[src/rtl/logic_unit_pkg.sv]
// Shared types for the pipelined bitwise logic unit: opcode encoding and reduction flags.
package logic_unit_pkg;

    localparam int unsigned OP_W = 3;

    typedef enum logic [OP_W-1:0] {
        OP_AND  = 3'd0,
        OP_OR   = 3'd1,
        OP_NOT  = 3'd2,
        OP_NAND = 3'd3,
        OP_NOR  = 3'd4,
        OP_XOR  = 3'd5,
        OP_XNOR = 3'd6,
        OP_BUF  = 3'd7
    } logic_op_e;

    typedef struct packed {
        logic and_r;
        logic or_r;
        logic xor_r;
    } reduce_flags_t;

endpackage

[src/rtl/logic_unit_core.sv]
// Combinational bitwise gate: selects one of eight WIDTH-wide logic functions of (a, b).
module logic_unit_core
    import logic_unit_pkg::*;
#(
    parameter int unsigned WIDTH = 8
) (
    input  logic [WIDTH-1:0] a,
    input  logic [WIDTH-1:0] b,
    input  logic_op_e        op,
    output logic [WIDTH-1:0] y_c
);

    always_comb begin
        y_c = a;
        unique case (op)
            OP_AND:  y_c = a & b;
            OP_OR:   y_c = a | b;
            OP_NOT:  y_c = ~a;
            OP_NAND: y_c = ~(a & b);
            OP_NOR:  y_c = ~(a | b);
            OP_XOR:  y_c = a ^ b;
            OP_XNOR: y_c = ~(a ^ b);
            OP_BUF:  y_c = a;
            default: y_c = a;
        endcase
    end

endmodule

[src/rtl/logic_unit_pipe.sv]
// Two-stage valid/ready bitwise logic unit with saturating completion counter.
// Optional reduction flags on the result are built when LOGIC_UNIT_REDUCE_EN is defined.
module logic_unit_pipe
    import logic_unit_pkg::*;
#(
    parameter int unsigned WIDTH = 8,
    parameter int unsigned CNT_W = 16
) (
    input  logic             clk,
    input  logic             rst_n,
    input  logic             in_valid,
    output logic             in_ready,
    input  logic [WIDTH-1:0] in_a,
    input  logic [WIDTH-1:0] in_b,
    input  logic [OP_W-1:0]  in_op,
    output logic             out_valid,
    input  logic             out_ready,
    output logic [WIDTH-1:0] out_y,
    output logic [OP_W-1:0]  out_op,
    output logic             out_zero,
    output logic [CNT_W-1:0] op_count
`ifdef LOGIC_UNIT_REDUCE_EN
    ,
    output logic             out_and_r,
    output logic             out_or_r,
    output logic             out_xor_r
`endif
);

    localparam logic [CNT_W-1:0] CNT_MAX = '1;

    logic             s2_ready;
    logic             in_hs;
    logic             s1_xfer;
    logic             out_hs;

    logic             s1_valid_d, s1_valid_q;
    logic [WIDTH-1:0] s1_a_d,     s1_a_q;
    logic [WIDTH-1:0] s1_b_d,     s1_b_q;
    logic_op_e        s1_op_d,    s1_op_q;

    logic             out_valid_d, out_valid_q;
    logic [WIDTH-1:0] out_y_d,     out_y_q;
    logic_op_e        out_op_d,    out_op_q;
    logic             out_zero_d,  out_zero_q;
    logic [CNT_W-1:0] op_count_d,  op_count_q;

    logic [WIDTH-1:0] core_y;

    // Ready chain: a stage can take data when it is empty or emptying this cycle.
    always_comb begin
        s2_ready = !out_valid_q || out_ready;
        in_ready = !s1_valid_q || s2_ready;
        in_hs    = in_valid && in_ready;
        s1_xfer  = s1_valid_q && s2_ready;
        out_hs   = out_valid_q && out_ready;
    end

    // Stage 1: operand capture; a drain and refill in the same cycle keeps it full.
    always_comb begin
        s1_valid_d = s1_valid_q;
        s1_a_d     = s1_a_q;
        s1_b_d     = s1_b_q;
        s1_op_d    = s1_op_q;
        if (in_hs) begin
            s1_valid_d = 1'b1;
            s1_a_d     = in_a;
            s1_b_d     = in_b;
            s1_op_d    = logic_op_e'(in_op);
        end else if (s1_xfer) begin
            s1_valid_d = 1'b0;
        end
    end

    always_ff @(posedge clk or negedge rst_n) begin
        if (!rst_n) begin
            s1_valid_q <= 1'b0;
            s1_a_q     <= '0;
            s1_b_q     <= '0;
            s1_op_q    <= OP_AND;
        end else begin
            s1_valid_q <= s1_valid_d;
            s1_a_q     <= s1_a_d;
            s1_b_q     <= s1_b_d;
            s1_op_q    <= s1_op_d;
        end
    end

    logic_unit_core #(
        .WIDTH (WIDTH)
    ) u_core (
        .a   (s1_a_q),
        .b   (s1_b_q),
        .op  (s1_op_q),
        .y_c (core_y)
    );

    // Stage 2: result register, frozen while the consumer stalls.
    always_comb begin
        out_valid_d = out_valid_q;
        out_y_d     = out_y_q;
        out_op_d    = out_op_q;
        out_zero_d  = out_zero_q;
        if (s2_ready) begin
            out_valid_d = s1_valid_q;
            if (s1_valid_q) begin
                out_y_d    = core_y;
                out_op_d   = s1_op_q;
                out_zero_d = (core_y == '0);
            end
        end
    end

    // Completed-handshake counter, sticks at all-ones.
    always_comb begin
        op_count_d = op_count_q;
        if (out_hs && (op_count_q != CNT_MAX)) begin
            op_count_d = op_count_q + CNT_W'(1);
        end
    end

    always_ff @(posedge clk or negedge rst_n) begin
        if (!rst_n) begin
            out_valid_q <= 1'b0;
            out_y_q     <= '0;
            out_op_q    <= OP_AND;
            out_zero_q  <= 1'b0;
            op_count_q  <= '0;
        end else begin
            out_valid_q <= out_valid_d;
            out_y_q     <= out_y_d;
            out_op_q    <= out_op_d;
            out_zero_q  <= out_zero_d;
            op_count_q  <= op_count_d;
        end
    end

    assign out_valid = out_valid_q;
    assign out_y     = out_y_q;
    assign out_op    = out_op_q;
    assign out_zero  = out_zero_q;
    assign op_count  = op_count_q;

`ifdef LOGIC_UNIT_REDUCE_EN
    reduce_flags_t red_d, red_q;

    // Reduction flags follow the same load/hold rule as out_y.
    always_comb begin
        red_d = red_q;
        if (s1_xfer) begin
            red_d.and_r = &core_y;
            red_d.or_r  = |core_y;
            red_d.xor_r = ^core_y;
        end
    end

    always_ff @(posedge clk or negedge rst_n) begin
        if (!rst_n) begin
            red_q <= '0;
        end else begin
            red_q <= red_d;
        end
    end

    assign out_and_r = red_q.and_r;
    assign out_or_r  = red_q.or_r;
    assign out_xor_r = red_q.xor_r;
`endif

endmodule

[config.mk]
export PLATFORM = sky130hd
export DESIGN_NAME = logic_unit_pipe
export DESIGN_NICKNAME = d
export VERILOG_FILES = /design/src/rtl/logic_unit_pkg.sv /design/src/rtl/logic_unit_core.sv /design/src/rtl/logic_unit_pipe.sv
export SDC_FILE = /design/constraint.sdc
export NUM_CORES = 1
export LEC_CHECK = 0
export BUFFER_PORTS_ARGS = -buffer_cell sky130_fd_sc_hd__clkbuf_2
export CAP_MARGIN = 10
export CELL_PAD_IN_SITES_DETAIL_PLACEMENT = 0
export CELL_PAD_IN_SITES_GLOBAL_PLACEMENT = 1
export CORE_MARGIN = 2
export CORE_UTILIZATION = 45
export CTS_CLUSTER_SIZE = 40
export DETAILED_ROUTE_END_ITERATION = 10
export MAX_ROUTING_LAYER = met4
export PLACE_DENSITY_LB_ADDON = 0.2
export SETUP_SLACK_MARGIN = 0.4
export SLEW_MARGIN = 15
export SYNTH_ARGS = -nofsm -noshare
export SYNTH_HDL_FRONTEND = slang
export SYNTH_SLANG_ARGS = --single-unit
[constraint.sdc]
create_clock -name clk -period 5.42 [get_ports clk]
set_clock_uncertainty 0.15 [all_clocks]
set_input_delay 0.542 -clock clk [delete_from_list [all_inputs] [get_ports clk]]
set_output_delay 0.542 -clock clk [all_outputs]
set_load 0.02 [all_outputs]
==> out/qor.csv, run 1 <==
metric;value;unit
status;finished, final reports clean;
synth_seq_area_share;42.1;%
drive_gt1_share;30.3;%
h-tree-depth;2;
syn_avg_cell_area;10.4;um2
post_cts_buffers;0;
drc_errors;0;
drt_iter0_markers;69;
rsz0062_at_grt;false;
synthDistinctLibCells;52;
port_buffers;52;
grt_usage;18.8;%
vdd_drop_max;0.177;mV
grt.met2_usage;27.8;%
post_cts_resized;0;
arrival;2.49;ns
numCtsBuffers;5;
slew_viol_final;0;
routed_wl;5.99;mm
hpwl;4.19;mm
synth-edff-count;0;
endpoint_kind;register;
hold_viol;0;
fin_nets;366;
post_dp_cell_area;0.00318;mm2
clk_pin_slew_worst_paths;0.09;ns
start_util;46.2;%
ctsHoldBuffers;0;
netlist_area;0.00292;mm2
synth_compound_gate_area_share;15.0;%
syn_inst;279;
finalSetupTns;0;ns
cts_sinks;49;
path_max_fanout;26;
design.portCount;53;
grt_most_used_layer;met2;
yosys_warnings;0;
grt_max_degree;50;
dieWidth;84.5;um
setup_viol;0;
worstSetupPathType;register to register;
ys.flop_type;dfrtp_1;
drv_cap;0;
clock_path_buffers;2;
firstDrtPassIters;4;
worst_slack;3.01;ns
antenna_found_initial;0;
synth_top_family_by_area;compound AO/OA/AOI/OAI gates;
die_area;0.00714;mm2
grt_pass1_vias;2085;
diodes;0;
synthAdderAreaFrac;7.30;%
async_flop_share;100;%
avgRoutedWirePerCell;14.8;um
fin_crit_sh;44.5;%
use_met1;26.7;%
hp-class;primary input to async pin;
r2r_slack;3.01;ns
use_met3;3.64;%
clk_latency;0.31;ns
die-height;84.5;um
min_period;2.41;ns
place_ws;2.85;ns
ys_seq_elements;49;
gr-total-overflow;0;
rows;29;
whs;0.182;ns
synth-xor-area-share;3.91;%
synth-simple-area-share;14.0;%
syn2layout_area_growth;13.1;%
synthesis.nets;319;
core;0.00631;mm2
p_leak;0.00157;uW
place_congestion;0.813;
start_kind;register;
max_freq;0.414;GHz
ant_nets;0;
tightestPinTransition;0.889;ns
num_vias;2148;
via_per_inst;5.32;
grt_pass1_wl;10.4;mm
max_slew_margin;40.8;%
muxShareOfSynthArea;11.3;%
design_area;0.00330;mm2
root_buffer;clkbuf_8;
power.density;369;mW/mm2
cts_tree;done;
cp.required;5.50;ns
## cell usage after synthesis, drive strengths merged (2+ instances only)
master	n	area (um2)
nand2b	9	56.3
buf	12	98.8
o21ai	8	40.0
o32ai	3	26.3
mux2	24	270
inv	22	82.6
and4	3	26.3
a31oi	4	31.3
ha	17	213
xnor2	8	70.1
o21a	3	22.5
nand4	2	12.5
a21oi	7	35.0
a221oi	2	30.0
nand2	20	75.1
a211o	5	43.8
nor2	17	68.8
o31ai	5	42.5
nand3	12	60.1
o311a	2	20.0
o211ai	4	35.0
dfrtp	49	1230
mux2i	6	60.1
and3	3	23.8
a211oi	6	50.1
xor2	5	43.8
nor2b	6	37.5
## through the flow
stage | util, % | total power, uW | instances
2_1_floorplan | - | 828 | 279
5_1_grt | 52.2 | 1310 | 404
3_5_place_dp | 50.3 | 947 | 396
6_report | 52.2 | 1220 | 404
3_3_place_gp | 50.3 | 940 | 396
4_1_cts | 52.2 | 1230 | 404
## cell type report
| cell class | count | area, um2 |
|---|---|---|
| sequential | 49 | 1230 |
| clock inverter | 2 | 37.5 |
| fill | 607 | 3020 |
| timing repair buffer | 53 | 268 |
| inverter | 22 | 82.6 |
| multi-input combinational | 195 | 1500 |
| clock buffer | 6 | 82.6 |
| tap | 77 | 96.3 |
## routing by layer
layer	up-vias	share of wire, %	wire (um)
li1	1081	-	-
met1	1022	50	3000
met2	40	45	2700
met3	5	3.8	225
met4	0	1.1	65
met5	-	0	0
## registers in the layout, summed over array words and instances (netlist names), 3 cells and up
name / cells
out_y: 8
s1_a_q: 8
s1_b_q: 8
s1_op_q: 3
op_count: 16
out_op: 3
## layout by cell type (no fill, tap or decap), types with 2 or more instances in the layout
cell      synthesis  layout
clkbuf_2          0      52
dfrtp_1          49      48
mux2_2           23      23
nand2_1          20      20
inv_1            19      19
ha_1             17      17
nor2_1           15      15
nand3_1          12      12
nand2b_1          9       9
xnor2_1           8       8
o21ai_0           8       8
a21oi_1           7       7
nor2b_1           6       6
mux2i_1           6       6
clkbuf_8          0       6
xor2_1            5       5
a211oi_1          5       5
a211o_1           5       5
o31ai_1           4       4
and4_1            3       3
a31oi_1           3       3
inv_2             3       3
o211ai_1          3       3
o21a_1            3       3
o32ai_1           3       3
nand4_1           2       2
nor2_2            2       2
o311a_1           2       2
a221oi_2          2       2
and3_1            2       2
## kinds of logic (layout without fill, tap and decap cells)
group / Yosys count / count (layout)
mux: 30 / 30
compound gates: 56 / 56
xor+xnor: 13 / 13
flops: 49 / 49
fa+ha+maj: 17 / 17
buf+inv: 35 / 83
simple gates: 79 / 79
## worst max-delay path, cell delays in order, from the launching register on
cell	delay (ns)
dfrtp_1	0.93
inv_2	0.28
a211o_1	0.33
a221oi_2	0.27
a31oi_1	0.09
o31ai_2	0.27
## path summary, 6_finish.rpt
| check | startpoint | endpoint | cells after the start |
|---|---|---|---|
| min in group clk | in_valid | s1_valid_q | 2 |
| setup / recovery | s1_op_q[0] | out_zero | 5 |
| max in group asynchronous | rst_n | s1_op_q[1] | 2 |
| hold / removal | rst_n | s1_a_q[6] | 2 |
| hold reg to reg | out_y[6] | out_y[6] | 2 |
| setup reg to reg | s1_op_q[0] | out_zero | 5 |
## where the power goes
group / internal (uW) / switching [uW] / total, uW
Combinational: 179 / 227 / 406
Sequential: 436 / 93.2 / 530
Clock: 150 / 130 / 280
(Power assumes the default switching activity.)
==> inputs of run 2 (changes only) <==
--- a/config.mk
+++ b/config.mk
@@ -10,7 +10,7 @@
 export CELL_PAD_IN_SITES_DETAIL_PLACEMENT = 0
 export CELL_PAD_IN_SITES_GLOBAL_PLACEMENT = 1
 export CORE_MARGIN = 2
-export CORE_UTILIZATION = 45
+export CORE_UTILIZATION = 43
 export CTS_CLUSTER_SIZE = 40
 export DETAILED_ROUTE_END_ITERATION = 10
 export MAX_ROUTING_LAYER = met4
==> constraint.sdc (replaced) <==
create_clock -name clk -period 2.45 [get_ports clk]
set_clock_uncertainty 0.15 [all_clocks]
set_input_delay 0.245 -clock clk [delete_from_list [all_inputs] [get_ports clk]]
set_output_delay 0.245 -clock clk [all_outputs]
set_load 0.02 [all_outputs]
==> out/qor.csv, run 2 (synthesis results as in run 1) <==
metric;value;unit;change
drive_gt1_share;35.8;%;+5.5 points
r2r_start;s1_a_q[2];;
arrival;2.03;ns;-0.46 ns
clk_pin_slew_worst_paths;0.09;ns;about the same
max_freq;0.509;GHz;+23%
critical-path-top-delay-family;compound AO/OA/AOI/OAI gates;;
critPathBufInv;1;;unchanged
mostFrequentLayoutCells;52 x clkbuf_2, 46 x dfrtp_1, 22 x mux2_2, 20 x nand2_1, 18 x inv_1;;
firstDrtPassIters;5;;+1
setup_viol;0;;unchanged
die-height;86.3;um;+2.2%
design.portCount;53;;unchanged
place_ws;0.331;ns;-2.52 ns
h-tree-depth;2;;unchanged
layout_commonest_cell;clkbuf_2;;
grt_pass1_vias;2173;;+4.2%
cts_sinks;49;;unchanged
clk_latency;0.30;ns;about the same
cpPeakStageDelay;0.42;ns;-0.51 ns
dieWidth;86.3;um;+2.2%
drt_iter0_markers;72;;+4.3%
root_buffer;clkbuf_8;;
port_buffers;52;;unchanged
regArea;0.00123;mm2;+0.20%
drv_cap;0;;unchanged
worst_slack;0.486;ns;-2.52 ns
cp.required;2.51;ns;-2.99 ns
finalPower;2650;uW;+120%
fin_nets;383;;+4.6%
cpMostUsedCell;o31ai_2;;
min_period;1.96;ns;-0.450 ns
worstSetupPathType;register to register;;
hp-start;in_b[3];;
rows;30;;+3.4%
fillCellCount;639;;+5.3%
avgRoutedWirePerCell;14.5;um;-2.0%
status;finished, final reports clean;;
multiInputGateArea;0.00156;mm2;+3.4%
path_cells;buf_6, ha_2, nor2b_2, o31ai_2, a32oi_1, a2111o_1, o31ai_2;;
cts_tree;done;;
ant_nets;0;;unchanged
critPathLaunch;s1_a_q[2];;
grt_max_degree;50;;unchanged
place_congestion;0.754;;-7.3%
via_per_inst;5.29;;-0.46%
path_max_fanout;2;;-92%
crit_slowest_cell;dfrtp_1;;
syn2layout_area_growth;19.2;%;
fin_util;52.0;%;-0.24 points
endpoint_kind;register;;
numCtsBuffers;5;;unchanged
finalSetupTns;0;ns;unchanged
start_kind;register;;
hold_viol;0;;unchanged
core;0.00668;mm2;+5.8%
hp-class;primary input to register;;
num_vias;2244;;+4.5%
antenna_found_initial;0;;unchanged
grt_pass1_wl;10.3;mm;-1.2%
diodes;0;;unchanged
start_util;43.6;%;-2.5 points
max_slew_margin;57.5;%;+17 points
slew_viol_final;0;;unchanged
power.density;763;mW/mm2;+110%
fin_crit_sh;80.2;%;+36 points
largest_reg_flops;16;;unchanged
rsz0062_at_grt;true;;
routed_wl;6.16;mm;+2.9%
clock_path_buffers;2;;unchanged
gr-total-overflow;0;;unchanged
vdd_drop_max;0.285;mV;+61%
grt_usage;17.7;%;-1.1 points
die_area;0.00745;mm2;+4.4%
hpwl;4.39;mm;+4.8%
p_leak;0.00164;uW;+4.5%
tightestPinTransition;0.638;ns;-0.251 ns
drc_errors;0;;unchanged
[run 2: changes by cell type in the layout (fill, tap and decap cells not counted), sizes merged]
cell	change
dlygate4sd3	+2
buf	+15
bufinv	-1
clkinvlp	+1
[run 2: repair_timing]
item	in CTS	in global routing
hold buffers	2	0
gates resized for setup	1	13
setup endpoints to repair	1	3
buffers inserted	3	2
pin swaps	0	4
endpoints found under the hold margin	50	0
[run 2: worst paths after layout]
path                              end  slack [ns]  depth (start not counted)
setup / recovery             out_zero        0.49                          7
hold / removal              s1_b_q[3]        0.01                          2
setup reg to reg             out_zero        0.49                          7
hold reg to reg              out_y[6]        0.34                          2
max in group asynchronous  s1_op_q[1]        1.26                          3
min in group asynchronous   s1_b_q[5]        0.43                          3
[run 2: worst register-to-register path, stage by stage, from the launching register on]
cell      delay, ns
dfrtp_1        0.42
buf_6          0.13
ha_2           0.18
nor2b_2        0.15
o31ai_2        0.23
a32oi_1        0.10
a2111o_1       0.31
o31ai_2        0.21
[run 2: where the power goes]
part	internal [uW]	switching (uW)	total (uW)
Sequential	967	176	1140
Clock	202	280	482
Combinational	464	563	1030
[run 2: area by class of cell]
type	count	share of cell area, %
multi-input combinational	195	44.8
timing repair buffer	70	12.0
clock buffer	6	2.09
inverter	22	2.45
clock inverter	2	0.432
sequential	49	35.4
tap	80	2.88
[run 2: through the flow]
step | cells | hold slack (ns) | instance area (um2)
floorplan | 279 | -0.201 | 2920
global placement | 409 | 0.253 | 3270
detailed placement | 409 | 0.253 | 3270
CTS | 422 | 0.00441 | 3400
global route | 424 | 0.00644 | 3470
finish | 424 | 0.0112 | 3470
[run 2: layer usage]
layer / track usage [%] / part of all wire [%] / up-vias
li1: - / - / 1120
met3: 3.52 / 4.0 / 5
met4: 3.84 / 0.99 / 0
met1: 24.6 / 49 / 1077
met2: 26.9 / 46 / 42
met5: - / 0 / -
==> inputs of run 3 (changes only) <==
--- a/config.mk
+++ b/config.mk
@@ -5,12 +5,13 @@
 export SDC_FILE = /design/constraint.sdc
 export NUM_CORES = 1
 export LEC_CHECK = 0
+export ABC_AREA = 1
 export BUFFER_PORTS_ARGS = -buffer_cell sky130_fd_sc_hd__clkbuf_2
 export CAP_MARGIN = 10
 export CELL_PAD_IN_SITES_DETAIL_PLACEMENT = 0
 export CELL_PAD_IN_SITES_GLOBAL_PLACEMENT = 1
 export CORE_MARGIN = 2
-export CORE_UTILIZATION = 43
+export CORE_UTILIZATION = 40
 export CTS_CLUSTER_SIZE = 40
 export DETAILED_ROUTE_END_ITERATION = 10
 export MAX_ROUTING_LAYER = met4
==> constraint.sdc (replaced) <==
create_clock -name clk -period 2.05 [get_ports clk]
set_clock_uncertainty 0.15 [all_clocks]
set_input_delay 0.205 -clock clk [delete_from_list [all_inputs] [get_ports clk]]
set_output_delay 0.205 -clock clk [all_outputs]
set_load 0.02 [all_outputs]
==> out/qor.csv, run 3 <==
metric;value;unit;change
cpMostUsedCell;nand2_1;;
endpoint_kind;register;;
synthesis.nets;446;;+40%
dieWidth;90.6;um;+4.9%
largest_reg_flops;16;;unchanged
clk_pin_slew_worst_paths;0.09;ns;about the same
routed_wl;7.77;mm;+26%
start_util;41.3;%;-2.3 points
yosys_warnings;0;;unchanged
fin_crit_sh;86.2;%;+6.1 points
synthDistinctLibCells;23;;-56%
path_cells;buf_6, nor2_4, nand2_2, o21ai_1, nor2_1, nand2_1, nand2_1, nand2_1, nor2_1, nand2_1, nand2_1;;
syn_avg_cell_area;7.39;um2;-29%
cp.required;2.10;ns;-0.41 ns
arrival;1.82;ns;-0.21 ns
setup_viol;0;;unchanged
synth_seq_area_share;40.9;%;-1.2 points
clk_latency;0.30;ns;about the same
place_congestion;0.883;;+17%
use_met1;27.7;%;+3.1 points
worstSetupPathType;register to register;;
p_leak;0.00217;uW;+32%
synthTopCellsByArea;dfrtp_1 41%, nand2_1 13%, ha_1 7.1%, inv_1 6.9%, nor2_1 6.1%;;
max_freq;0.566;GHz;+11%
netlist_area;0.00300;mm2;+2.9%
hpwl;5.45;mm;+24%
h-tree-depth;2;;unchanged
vdd_drop_max;0.338;mV;+19%
critPathBufInv;1;;unchanged
rows;31;;+3.3%
drv_cap;0;;unchanged
min_period;1.77;ns;-0.197 ns
port_buffers;52;;unchanged
finalPower;3700;uW;+40%
drt_iter0_markers;193;;+170%
num_vias;2906;;+30%
grt.met2_usage;29.4;%;+2.5 points
firstDrtPassIters;8;;+3
antenna_found_initial;0;;unchanged
die_area;0.00821;mm2;+10%
cpPeakStageDelay;0.52;ns;+0.10 ns
drc_errors;0;;unchanged
cts_sinks;49;;unchanged
core;0.00725;mm2;+8.6%
ys_top_cells_by_count;106 x nand2_1, 55 x inv_1, 49 x dfrtp_1, 49 x nor2_1, 29 x nand3_1;;
design.portCount;53;;unchanged
power.density;910;mW/mm2;+19%
gr-total-overflow;0;;unchanged
clock_path_buffers;2;;unchanged
synth_top_area_cell;dfrtp_1;;
start_kind;register;;
grt_usage;19.8;%;+2.1 points
tightestPinTransition;0.484;ns;-0.154 ns
async_flop_share;100;%;unchanged
synth_most_common_cell;nand2_1;;
synth-edff-count;0;;unchanged
fin_nets;539;;+41%
hp-class;primary input to register;;
via_per_inst;4.86;;-8.2%
root_buffer;clkbuf_8;;
syn2layout_area_growth;35.7;%;
ys.flop_type;dfrtp_1;;
numCtsBuffers;5;;unchanged
hold_viol;0;;unchanged
grt_most_used_layer;met2;;
crit_slowest_cell;dfrtp_2;;
synth_top_area_share;40.9;%;-1.2 points
path_max_fanout;8;;+6
use_met3;4.09;%;+0.57 points
max_slew_margin;67.8;%;+10 points
cts_tree;done;;
syn_inst;406;;+46%
die-height;90.6;um;+4.9%
critical-path-top-delay-family;simple AND/OR/NAND/NOR gates;;
status;finished, final reports clean;;
layout_commonest_cell;nand2_1;;
rsz0062_at_grt;true;;
finalSetupTns;0;ns;unchanged
grt_pass1_wl;12.9;mm;+25%
avgRoutedWirePerCell;13.0;um;-11%
ant_nets;0;;unchanged
diodes;0;;unchanged
grt_max_degree;34;;-32%
grt_pass1_vias;2725;;+25%
ys_seq_elements;49;;unchanged
drive_gt1_share;29.9;%;-5.9 points
slew_viol_final;0;;unchanged
mostFrequentLayoutCells;89 x nand2_1, 53 x inv_1, 52 x clkbuf_2, 44 x nor2_1, 43 x dfrtp_1;;
## run 3: area by class of cell
cell class | count | area (um2)
multi-input cells | 288 | 1680
clock buffers | 5 | 68.8
flip-flops and latches | 49 | 1230
clock inverters | 2 | 35.0
well taps | 99 | 124
inverters | 58 | 235
fillers | 698 | 3180
repair buffers | 97 | 694
## run 3: per-stage QoR
step	area, um2	instances	hold slack [ns]	worst slack [ns]	util [%]
4_1_cts	3860	591	0.00233	0.378	53.3
5_1_grt	4070	598	0.00425	0.210	56.1
2_1_floorplan	3040	406	-0.241	0.340	-
3_3_place_gp	3440	555	0.0362	0.224	47.4
6_report	4070	598	0.00287	0.282	56.1
3_5_place_dp	3440	555	0.0300	0.178	47.4
## run 3: path summary, 6_finish.rpt
kind,slack (ns),cells past startpoint,from,to
min in group asynchronous,0.25,2,rst_n,s1_a_q[6]
max in group asynchronous,0.93,3,rst_n,op_count[1]
hold reg to reg,0.34,2,out_op[2],out_op[2]
setup / recovery,0.28,11,s1_op_q[0],out_zero
hold / removal,0.003,3,in_a[2],s1_a_q[2]
setup reg to reg,0.28,11,s1_op_q[0],out_zero
## run 3: timing repair
action | CTS | global route
gates resized for setup | 26 | 35
endpoints found under the setup margin | 25 | 39
hold buffers | 11 | 0
pin swaps | 6 | 13
gates cloned | 2 | 1
setup buffers | 16 | 6
endpoints found under the hold margin | 26 | 0
## run 3: routing by layer
layer  share of wire, %  vias to the layer above
met2                 44                       90
met1                 49                     1344
li1                   -                     1463
met3                6.2                        9
met5                  0                        -
met4                1.2                        0
## run 3: power by group
part	internal (uW)	switching, uW
sequential	1190	210
combinational	639	983
clock	355	326
## run 3: cells by family (layout without fill, tap and decap cells)
logic type                 Yosys count  after routing  synth area share [%]
and+or+nand+nor                    208            210                  30.1
buffers and inverters               71            162                  9.76
DFF                                 49             49                  40.9
AOI/OAI and AO/OA                   46             46                  7.76
adders and majority gates           17             17                  7.09
xor gates and xnor gates            15             15                  4.38
## run 3: worst reg2reg max path: cells and delay by family, from the launching register on
family	cells	cell delay, ns
simple gates	9	0.67
buf+inv	1	0.17
compound gates	1	0.15
flops	1	0.52
